[src/rtl/shift_pkg.sv]
// Shared encodings and default sizes for the shift sequencer.
package shift_pkg;

  localparam int unsigned WIDTH_DEF = 16;
  localparam int unsigned AMT_W_DEF = 4;

  typedef enum logic [1:0] {
    OP_SLL = 2'b00,
    OP_SRL = 2'b01,
    OP_SRA = 2'b10,
    OP_ROL = 2'b11
  } op_e;

  typedef enum logic [1:0] {
    StIdle = 2'b00,
    StRun  = 2'b01,
    StDone = 2'b10
  } state_e;

endpackage

[src/rtl/shift_step.sv]
// One combinational shift step: by 4 when by4 is set, otherwise by 1.
module shift_step
  import shift_pkg::*;
#(
  parameter int unsigned WIDTH = WIDTH_DEF
) (
  input  logic [WIDTH-1:0] w,
  input  logic [1:0]       op,
  input  logic             by4,
  output logic [WIDTH-1:0] res
);

  // Select shift kind and distance; SRA replicates the working MSB, which
  // still equals the captured operand's sign bit.
  always_comb begin
    res = w;
    unique case (op)
      OP_SLL: res = by4 ? {w[WIDTH-5:0], 4'h0} : {w[WIDTH-2:0], 1'b0};
      OP_SRL: res = by4 ? {4'h0, w[WIDTH-1:4]} : {1'b0, w[WIDTH-1:1]};
      OP_SRA: res = by4 ? {{4{w[WIDTH-1]}}, w[WIDTH-1:4]} : {w[WIDTH-1], w[WIDTH-1:1]};
      OP_ROL: res = by4 ? {w[WIDTH-5:0], w[WIDTH-1:WIDTH-4]} : {w[WIDTH-2:0], w[WIDTH-1]};
      default: res = w;
    endcase
  end

endmodule

[src/rtl/shift_sequencer.sv]
// Multi-cycle shifter: accepts an operation in IDLE, steps by 4 or 1 per
// cycle in RUN, and publishes the result on entry to DONE.
module shift_sequencer
  import shift_pkg::*;
#(
  parameter int unsigned WIDTH = WIDTH_DEF,
  parameter int unsigned AMT_W = AMT_W_DEF
) (
  input  logic             clk,
  input  logic             reset,
  input  logic             start,
  input  logic [WIDTH-1:0] a,
  input  logic [AMT_W-1:0] amt,
  input  logic [1:0]       op,
  output logic             busy,
  output logic             done,
  output logic [WIDTH-1:0] r
);

  state_e           state_q, state_d;
  logic [AMT_W-1:0] cnt_q, cnt_d;
  logic [WIDTH-1:0] w_q, w_d;
  logic [1:0]       op_q, op_d;
  logic [WIDTH-1:0] r_q, r_d;

  logic             by4;
  logic [WIDTH-1:0] step_w;

  assign by4 = (cnt_q >= AMT_W'(4));

  shift_step #(
    .WIDTH (WIDTH)
  ) u_step (
    .w   (w_q),
    .op  (op_q),
    .by4 (by4),
    .res (step_w)
  );

  // Next-state logic: capture on accept, step while counting down, publish on DONE entry.
  always_comb begin
    state_d = state_q;
    cnt_d   = cnt_q;
    w_d     = w_q;
    op_d    = op_q;
    r_d     = r_q;
    unique case (state_q)
      StIdle: begin
        if (start) begin
          w_d   = a;
          op_d  = op;
          cnt_d = amt;
          if (amt == '0) begin
            state_d = StDone;
            r_d     = a;
          end else begin
            state_d = StRun;
          end
        end
      end
      StRun: begin
        w_d   = step_w;
        cnt_d = by4 ? (cnt_q - AMT_W'(4)) : (cnt_q - AMT_W'(1));
        if (cnt_d == '0) begin
          state_d = StDone;
          r_d     = step_w;
        end
      end
      StDone: begin
        state_d = StIdle;
      end
      default: begin
        state_d = StIdle;
      end
    endcase
  end

  // State registers with synchronous reset that aborts any operation in flight.
  always_ff @(posedge clk) begin
    if (reset) begin
      state_q <= StIdle;
      cnt_q   <= '0;
      w_q     <= '0;
      op_q    <= OP_SLL;
      r_q     <= '0;
    end else begin
      state_q <= state_d;
      cnt_q   <= cnt_d;
      w_q     <= w_d;
      op_q    <= op_d;
      r_q     <= r_d;
    end
  end

  assign busy = (state_q != StIdle);
  assign done = (state_q == StDone);
  assign r    = r_q;

endmodule

[config.mk]
export PLATFORM = sky130hd
export DESIGN_NAME = shift_sequencer
export DESIGN_NICKNAME = d
export VERILOG_FILES = /design/src/rtl/shift_pkg.sv /design/src/rtl/shift_step.sv /design/src/rtl/shift_sequencer.sv
export SDC_FILE = /design/constraint.sdc
export NUM_CORES = 1
export LEC_CHECK = 0
export ABC_CLOCK_PERIOD_IN_PS = 5800
export CORE_MARGIN = 5
export CORE_UTILIZATION = 45
export CTS_BUF_LIST = sky130_fd_sc_hd__clkbuf_4
export CTS_CLUSTER_DIAMETER = 50
export CTS_CLUSTER_SIZE = 40
export DETAILED_ROUTE_END_ITERATION = 6
export PLACE_DENSITY_LB_ADDON = 0.3
export RECOVER_POWER = 50
export SYNTH_ARGS = -nofsm -noshare
export SYNTH_HDL_FRONTEND = slang
export SYNTH_SLANG_ARGS = --single-unit
export TNS_END_PERCENT = 5
[constraint.sdc]
create_clock -name clk -period 5.8 [get_ports clk]
set_input_delay 1.16 -clock clk [delete_from_list [all_inputs] [get_ports clk]]
set_output_delay 1.16 -clock clk [all_outputs]
set_load 0.02 [all_outputs]
### Word-level counts from Yosys, hierarchy flattened

Cells that the tools add are included.

* word-level logic and storage cells: 44
* output and inout port bits: 18
* register bits after elaboration: 40
* input port bits: 25

* $lt $le $gt $ge: 1
* muxes and demuxes: 18
* $add $sub $neg: 2
* reduce and logical (&&, ||, !) cells: 10
* eq/ne operators: 8

Operator list (count)
* 16-bit two-way mux: 6
* 16-bit one-hot mux with 2 select lines: 2
* 16-bit one-hot mux with 4 select lines: 1
* 15-bit two-way mux: 1
* 14-bit two-way mux: 1
* 4-bit zero test: 2
* 4-bit two-way mux: 2
* 4-bit one-hot mux with 2 select lines: 1
* 2-bit == test, second input constant: 3
* 2-bit two-way mux: 3
* 2-bit inequality test, second input constant: 3
* 2-bit AND reduction: 3
* 2-bit by 1-bit == test with 1-bit output, second input constant: 2
* 4-bit by 3-bit >= comparator with 1-bit output, second input constant: 1
* 2-bit zero test: 2
* 2-bit one-hot mux with 2 select lines: 1
* 4-bit AND reduction: 1
* 2-bit nonzero test: 2
* 4-bit by 1-bit subtractor with 4-bit output, second input constant: 1
* 4-bit by 3-bit subtractor with 4-bit output, second input constant: 1

### Depth between registers and ports, before layout

Gate-level depths: netlist (run 1).

* word-level depth: 5
* gate-level depth with buffers: 10
* gate-level depth less buffers: 7

### Hierarchy

From an unflattened synthesis (run 1), not the netlist that was laid out.

* cell total of the unflattened synthesis: 250
* area total of the unflattened synthesis: 2438.6 sq um

By module, submodules not included
* shift_sequencer: times used 1, seq. area each 800.8 sq um, cells an instance 196, area each 1900.6 sq um
* shift_step: times used 1, seq. area each 0.0 sq um, cells an instance 54, area each 538.0 sq um

### Least setup slack after synthesis (run 1)

OpenSTA, ideal clock, no wires.

* path kind: input to register
* from: input amt[0]
* to: register r_q[12] (netlist: r[12])
* path buffers: 1
* path slack: 3052 ps
* setup time: 128 ps
* stages on the path: 6
* required time: 5672 ps
* arrival: 2621 ps
* cell sequence: nor4_1 o21ai_2 a2111oi_4 buf_6 mux2i_1 nor2_1

* longest elaborated chain between the ends: 3

Ends and longest elaborated chain
* from (decl): line shift_sequencer.sv:13 `input logic [AMT_W-1:0] amt,`
* 4-bit zero test: line shift_sequencer.sv:53 `if (amt == '0) begin`
* 2-bit inequality test (no line)
* 4-bit AND reduction (no line)
* to (signal assigned): line shift_sequencer.sv:91 `r_q <= r_d;`
* to (decl): line shift_sequencer.sv:24 `logic [WIDTH-1:0] r_q, r_d;`

No other way between the ends.
A chain may end at the register's enable or synchronous reset.

### Worst setup path after layout (run 1)

* from: input start
* to: register r_q[11] (netlist: r[11])

* longest elaborated chain between the ends: 2

Ends and longest elaborated chain
* from (decl): line shift_sequencer.sv:11 `input logic start,`
* 2-bit inequality test (no line)
* 4-bit AND reduction (no line)

No other way between the ends.

==> results of run 1 <==
## layout make-up
type | instances | area share
tap | 70 | 0.0311
timing repair buffer | 47 | 0.161
clock buffer | 7 | 0.0187
multi-input combinational | 186 | 0.495
sequential | 40 | 0.285
inverter | 6 | 0.00801
clock inverter | 1 | 0.00133
## how the worst max path moves through the flow
stage	from	to	slack [ns]	cells after the start
after global placement	start	r[11]	2.05	8
final	start	r[11]	1.66	8
after detailed placement	start	r[11]	1.97	8
after global routing	start	r[11]	1.37	8
after CTS	start	r[11]	2.35	8
after floorplan	amt[0]	r[12]	3.05	6
## cell families after synthesis
kind of cell / synth area share
simple gates: 0.155
compound gates: 0.224
flops: 0.344
mux: 0.196
buf+inv: 0.0591
xor+xnor: 0.0113
fa+ha+maj: 0.0108
## metal layers
metal | share of wire | wire (um)
met2 | 0.49 | 2620
met1 | 0.45 | 2410
met4 | 0.013 | 70
met5 | 0 | 0
met3 | 0.041 | 217
## report_power, final
group	leakage (uW)	total (uW)	switching, uW	internal (uW)
clock network	0.0000338	145	88.8	56.0
logic	0.000659	893	472	421
registers	0.000329	493	116	377
total	0.00102	1530	677	854
## cell usage after synthesis (2+ instances only)
library cell	count
or3_1	2
a21oi_1	21
nor2b_1	5
mux2_2	2
nor2_1	30
dfxtp_1	40
xnor2_1	2
mux4_2	8
a211oi_1	12
buf_4	2
o21ai_0	4
a211oi_2	8
a22oi_1	4
buf_1	3
buf_2	5
nor2_2	7
clkbuf_1	8
mux2i_1	22
nand2b_1	4
mux2_1	3
nand2_1	23
a31oi_1	4
inv_1	6
buf_6	3
ha_1	2
## sequential cells by signal (all words and copies together) (netlist names)
name and flops:
op_q 2, state_q 2, r 16, cnt_q 4, w_q 16
## worst min-delay path: stages (launching register included)
cell	delay (ns)
dfxtp_1	0.34
mux2i_1	0.06
nor2_1	0.08
## layout by cell type, fill, tap and decap left out, types with 3 or more instances in the layout
cell type / synthesis / routed
a211oi_1: 12 / 12
a211oi_2: 8 / 8
a21oi_1: 21 / 21
a22oi_1: 4 / 4
a31oi_1: 4 / 4
buf_4: 2 / 4
clkbuf_4: 0 / 7
clkdlybuf4s50_1: 0 / 34
dfxtp_1: 40 / 40
dlygate4sd3_1: 0 / 8
inv_1: 6 / 6
mux2_1: 3 / 3
mux2i_1: 22 / 22
mux4_2: 8 / 8
nand2_1: 23 / 23
nand2b_1: 4 / 4
nor2_1: 30 / 30
nor2_2: 7 / 7
nor2b_1: 5 / 4
o21ai_0: 4 / 4
## metrics by stage
stage	hold WS [ns]	power, uW
floorplan	0.447	1180
global placement	0.472	1390
detailed placement	0.484	1400
CTS	0.514	1550
global route	0.537	1660
finish	0.508	1530
==> flow_summary.ini, run 1 <==
[power]
vdd_ir_drop_max_uv = 236
cellLeakagePower_uw = 0.00102
power_density_nw_per_um2 = 544

[timing]
finalClockSkew_ns = 0.00759
slew_viol_final = 0
rsz0062_at_grt = no
finalCritPeriodShare = 0.713
fin_ws_ns = 1.66
fmax_mhz = 242
slew_headroom = 0.242
hold_viol_final = 0
fin_tns_setup_ns = 0
worstMarginPinSlew_ns = 1.14
fin_crit_ns = 4.14
setup_viol_count_final = 0

[worst_setup_path]
path_cells = dlygate4sd3_1 -> o21ba_1 -> clkbuf_1 -> o21ai_2 -> a2111oi_4 -> buf_4 -> nor2_1 -> a211oi_2
critPathRequiredTime_ns = 6.08
path_buf_inv = 3
end_kind = flip-flop
arrival_ns = 4.42
reg2reg_slack_ns = 2.51
rr_endpoint = r[11]
critical_path.max_fanout = 27
slowest_delay_ns = 0.84
regToRegStartpoint = state_q[0]
worst_setup_path_start_kind = input port
critPathKind = input port to flip-flop
critPathTopFamily = buffers and inverters
reg2regPathDepth = 7
critPathSlowestCell = clkbuf_1

[cts]
clock_sinks = 40
cts_buffer_depth = 2
cts_made_buffers = 5
htreeDepth = 2
cts_setup_buffers = 0
holdBufCountCts = 0
clk_latency_ns = 0.35
cts_root_buf = clkbuf_4
cts_resized = 0
cts.clk_slew.worst_paths_ns = 0.11
cts_tree = built

[worst_hold_path]
hold_path_class = flip-flop to flip-flop
hold_depth = 2
hp-start = r[1]
min_to = r[1]

[floorplanning]
die_area_um2 = 6710
rows = 26
core_area_um2 = 5070
dieHeight_um = 81.9
die_w_um = 81.9
initial_utilization = 0.459
io_pins = 43

[grt]
overflow = 0
grt_max_degree = 41
top_usage_layer = met2
grt_use_total = 0.174
met1_usage = 0.233
grt_pass1_vias = 1888
grtUsageMet3 = 0.0395
antenna_found_initial = 0
grt_pass1_wl_mm = 9.09
use_met2 = 0.278

[layout]
nNetsFinal = 313
final-seq-area_um2 = 801
synthToLayoutAreaGrowth_pct = 20.9
multiInputGateArea_um2 = 1390
fill_cells = 504
fin_cells = 357
drive_gt1_frac = 0.143
num_antenna_cells = 0
finish.instance_area_um2 = 2810
final_util = 0.554

[place]
gp_congestion = 0.804
hpwl_mm = 3.75
placedInstanceArea_um2 = 2760
placedCellCount = 349
io_buffer_count = 42
dpl_worst_slack_ns = 1.97

[routing]
drt_iter0_markers = 125
routed-via-count = 1952
viasPerCell = 5.47
wire_per_inst_um = 14.9
firstDrtPassIters = 4
drc_errors = 0
routed_wl_mm = 5.32
antenna_left = 0

[status]
status = finished, final reports clean

[yosys]
yosysSeqAreaShare = 0.344
synth_seq_cells = 40
ys_dominant_reg_cell = dfxtp_1
syn_nets = 280
yosysTopAreaCell = dfxtp_1
yosysTopAreaCellShare = 0.344
synthArstFlopShare = 0
ys_types = 48
synthCells = 253
netlist_area_um2 = 2330
synth_area_leaders = dfxtp_1, mux2i_1, mux4_2
synth_edf_count = 0
avgSynthCellArea_um2 = 9.20
yosys_warnings = 0

[flow_run]
maxCapViolCount = 0
Power figures use the tool's default switching activity.
==> inputs of run 2 (changes only) <==
Settings changed: ABC_CLOCK_PERIOD_IN_PS 5800 to 3300.
Clock period 5.8 ns to 3.3 ns, I/O delays scaled along.
==> run 2 against run 1 <==
Effect of this change:
- register-to-register slack worse by 1.7 ns
- setup slack worse by 0.81 ns
- first-iteration DRC count up 8.8%
- utilization about the same
- sequential cell count unchanged
- global-route usage down 0.62 points
- final area about the same
- cell count unchanged
- sequential power up 75%
- count of clock-buffer cells in the layout down 1
- sequential share of layout area about the same
- combinational power up 74%
- largest cell class unchanged
- largest power group unchanged
- highest routed layer unchanged
==> flow_summary.ini, run 2 (synthesis gave the netlist of run 1 again) <==
[timing]
fin_crit_ns = 2.45
slew_headroom = 0.530
worstMarginPinSlew_ns = 0.703
finalCritPeriodShare = 0.742
fin_tns_setup_ns = 0
hold_viol_final = 0
slew_viol_final = 0
fmax_mhz = 408
rsz0062_at_grt = no
setup_viol_count_final = 0
finalClockSkew_ns = 0.0147
fin_ws_ns = 0.850

[cts]
cts_made_buffers = 5
htreeDepth = 2
cts.clk_slew.worst_paths_ns = 0.12
cts_buffer_depth = 2
clk_latency_ns = 0.34
cts_resized = 0
clock_sinks = 40
cts_setup_buffers = 0
cts_root_buf = clkbuf_4
cts_tree = built
holdBufCountCts = 0

[floorplanning]
rows = 26
die_area_um2 = 6710
dieHeight_um = 81.9
initial_utilization = 0.459
die_w_um = 81.9
io_pins = 43
core_area_um2 = 5070

[grt]
grt_max_degree = 41
grt_use_total = 0.168
overflow = 0
antenna_found_initial = 0
grt_pass1_wl_mm = 8.84
grt_pass1_vias = 1922

[worst_setup_path]
worst_setup_path_start_kind = flip-flop
arrival_ns = 2.66
critPathSlowestCell = a311oi_1
slowest_delay_ns = 0.56
path_cells = inv_1 -> ha_1 -> buf_4 -> nor2b_1 -> a311oi_1 -> a2111oi_4 -> buf_4 -> mux2i_1 -> nor2_1
regToRegStartpoint = cnt_q[2]
critPathKind = flip-flop to flip-flop
critPathRequiredTime_ns = 3.52
end_kind = flip-flop
reg2regPathDepth = 9
reg2reg_slack_ns = 0.85
worst_path_most_repeated_cell = buf_4
rr_endpoint = r[14]
critical_path.max_fanout = 27

[place]
dpl_worst_slack_ns = 0.564
gp_congestion = 0.836
placedInstanceArea_um2 = 2770
hpwl_mm = 3.70
placedCellCount = 350
io_buffer_count = 42

[power]
vdd_ir_drop_max_uv = 406
power_density_nw_per_um2 = 945
cellLeakagePower_uw = 0.00106

[layout]
synthToLayoutAreaGrowth_pct = 20.8
nNetsFinal = 314
final_common_cell = dfxtp_1
final_util = 0.554
final_cell_mix = dfxtp_1, nor2_1, clkdlybuf4s50_1
finish.instance_area_um2 = 2810
fin_cells = 357
drive_gt1_frac = 0.146
num_antenna_cells = 0

[routing]
wire_per_inst_um = 14.8
routed_wl_mm = 5.27
firstDrtPassIters = 4
drc_errors = 0
viasPerCell = 5.45
routed-via-count = 1947
antenna_left = 0
drt_iter0_markers = 136

[worst_hold_path]
hp-start = r[13]
hold_depth = 2
min_to = r[13]
hold_path_class = flip-flop to flip-flop

[flow_run]
maxCapViolCount = 0

[status]
status = finished, final reports clean
## run 2: cell count changes in the layout (fill, tap and decap cells not counted)
cell / delta
clkbuf_4: -1
a311oi_1: +1
dlygate4sd3_1: +9
clkinv_1: -1
clkdlybuf4s50_1: -9
clkbuf_1: -1
clkinv_2: +1
buf_4: +2
a311oi_2: -1
## run 2: worst max-delay path: cells and delay by family, from the launching register on
kind / cells / cell delay (ns)
and+or+nand+nor: 2 / 0.14
AOI/OAI and AO/OA: 2 / 0.61
DFF: 1 / 0.37
buffers and inverters: 3 / 0.74
muxes: 1 / 0.19
adders and majority gates: 1 / 0.26
## run 2: how the worst max path moves through the flow
stage	slack, ns	startpoint	to
final	0.85	cnt_q[2]	r[14]
after global routing	0.57	cnt_q[2]	r[14]
after CTS	0.88	cnt_q[2]	r[15]
after detailed placement	0.56	amt[0]	r[15]
after global placement	0.62	amt[0]	r[13]
after floorplan	1.05	amt[0]	r[12]
## run 2: power by group
part / total, uW / internal [uW] / switching, uW
clock network: 236 / 86.9 / 149
logic: 1550 / 729 / 825
registers: 865 / 663 / 203
## run 2: final cells by class
class	instances	area, um^2
Clock buffer	6	45.0
Clock inverter	1	5.00
Fill cell	489	2260
Inverter	6	22.5
Multi-Input combinational cell	186	1390
Sequential cell	40	801
Tap cell	70	87.6
Timing Repair Buffer	48	465
## run 2: metrics by stage
step | power [uW] | hold slack, ns
floorplan | 2080 | 0.447
global placement | 2450 | 0.474
detailed placement | 2470 | 0.486
CTS | 2710 | 0.503
global route | 2870 | 0.519
finish | 2660 | 0.503
## run 2: per-layer routing
layer  part of all wire  wire length (um)  GRT usage  vias to the layer above
met1               0.46              2440      0.215                      914
met2               0.49              2590      0.288                       45
met4             0.0030                16     0.0415                        0
met5                  0                 0          0                        -
li1                   -                 -          -                      985
met3              0.042               223     0.0329                        3
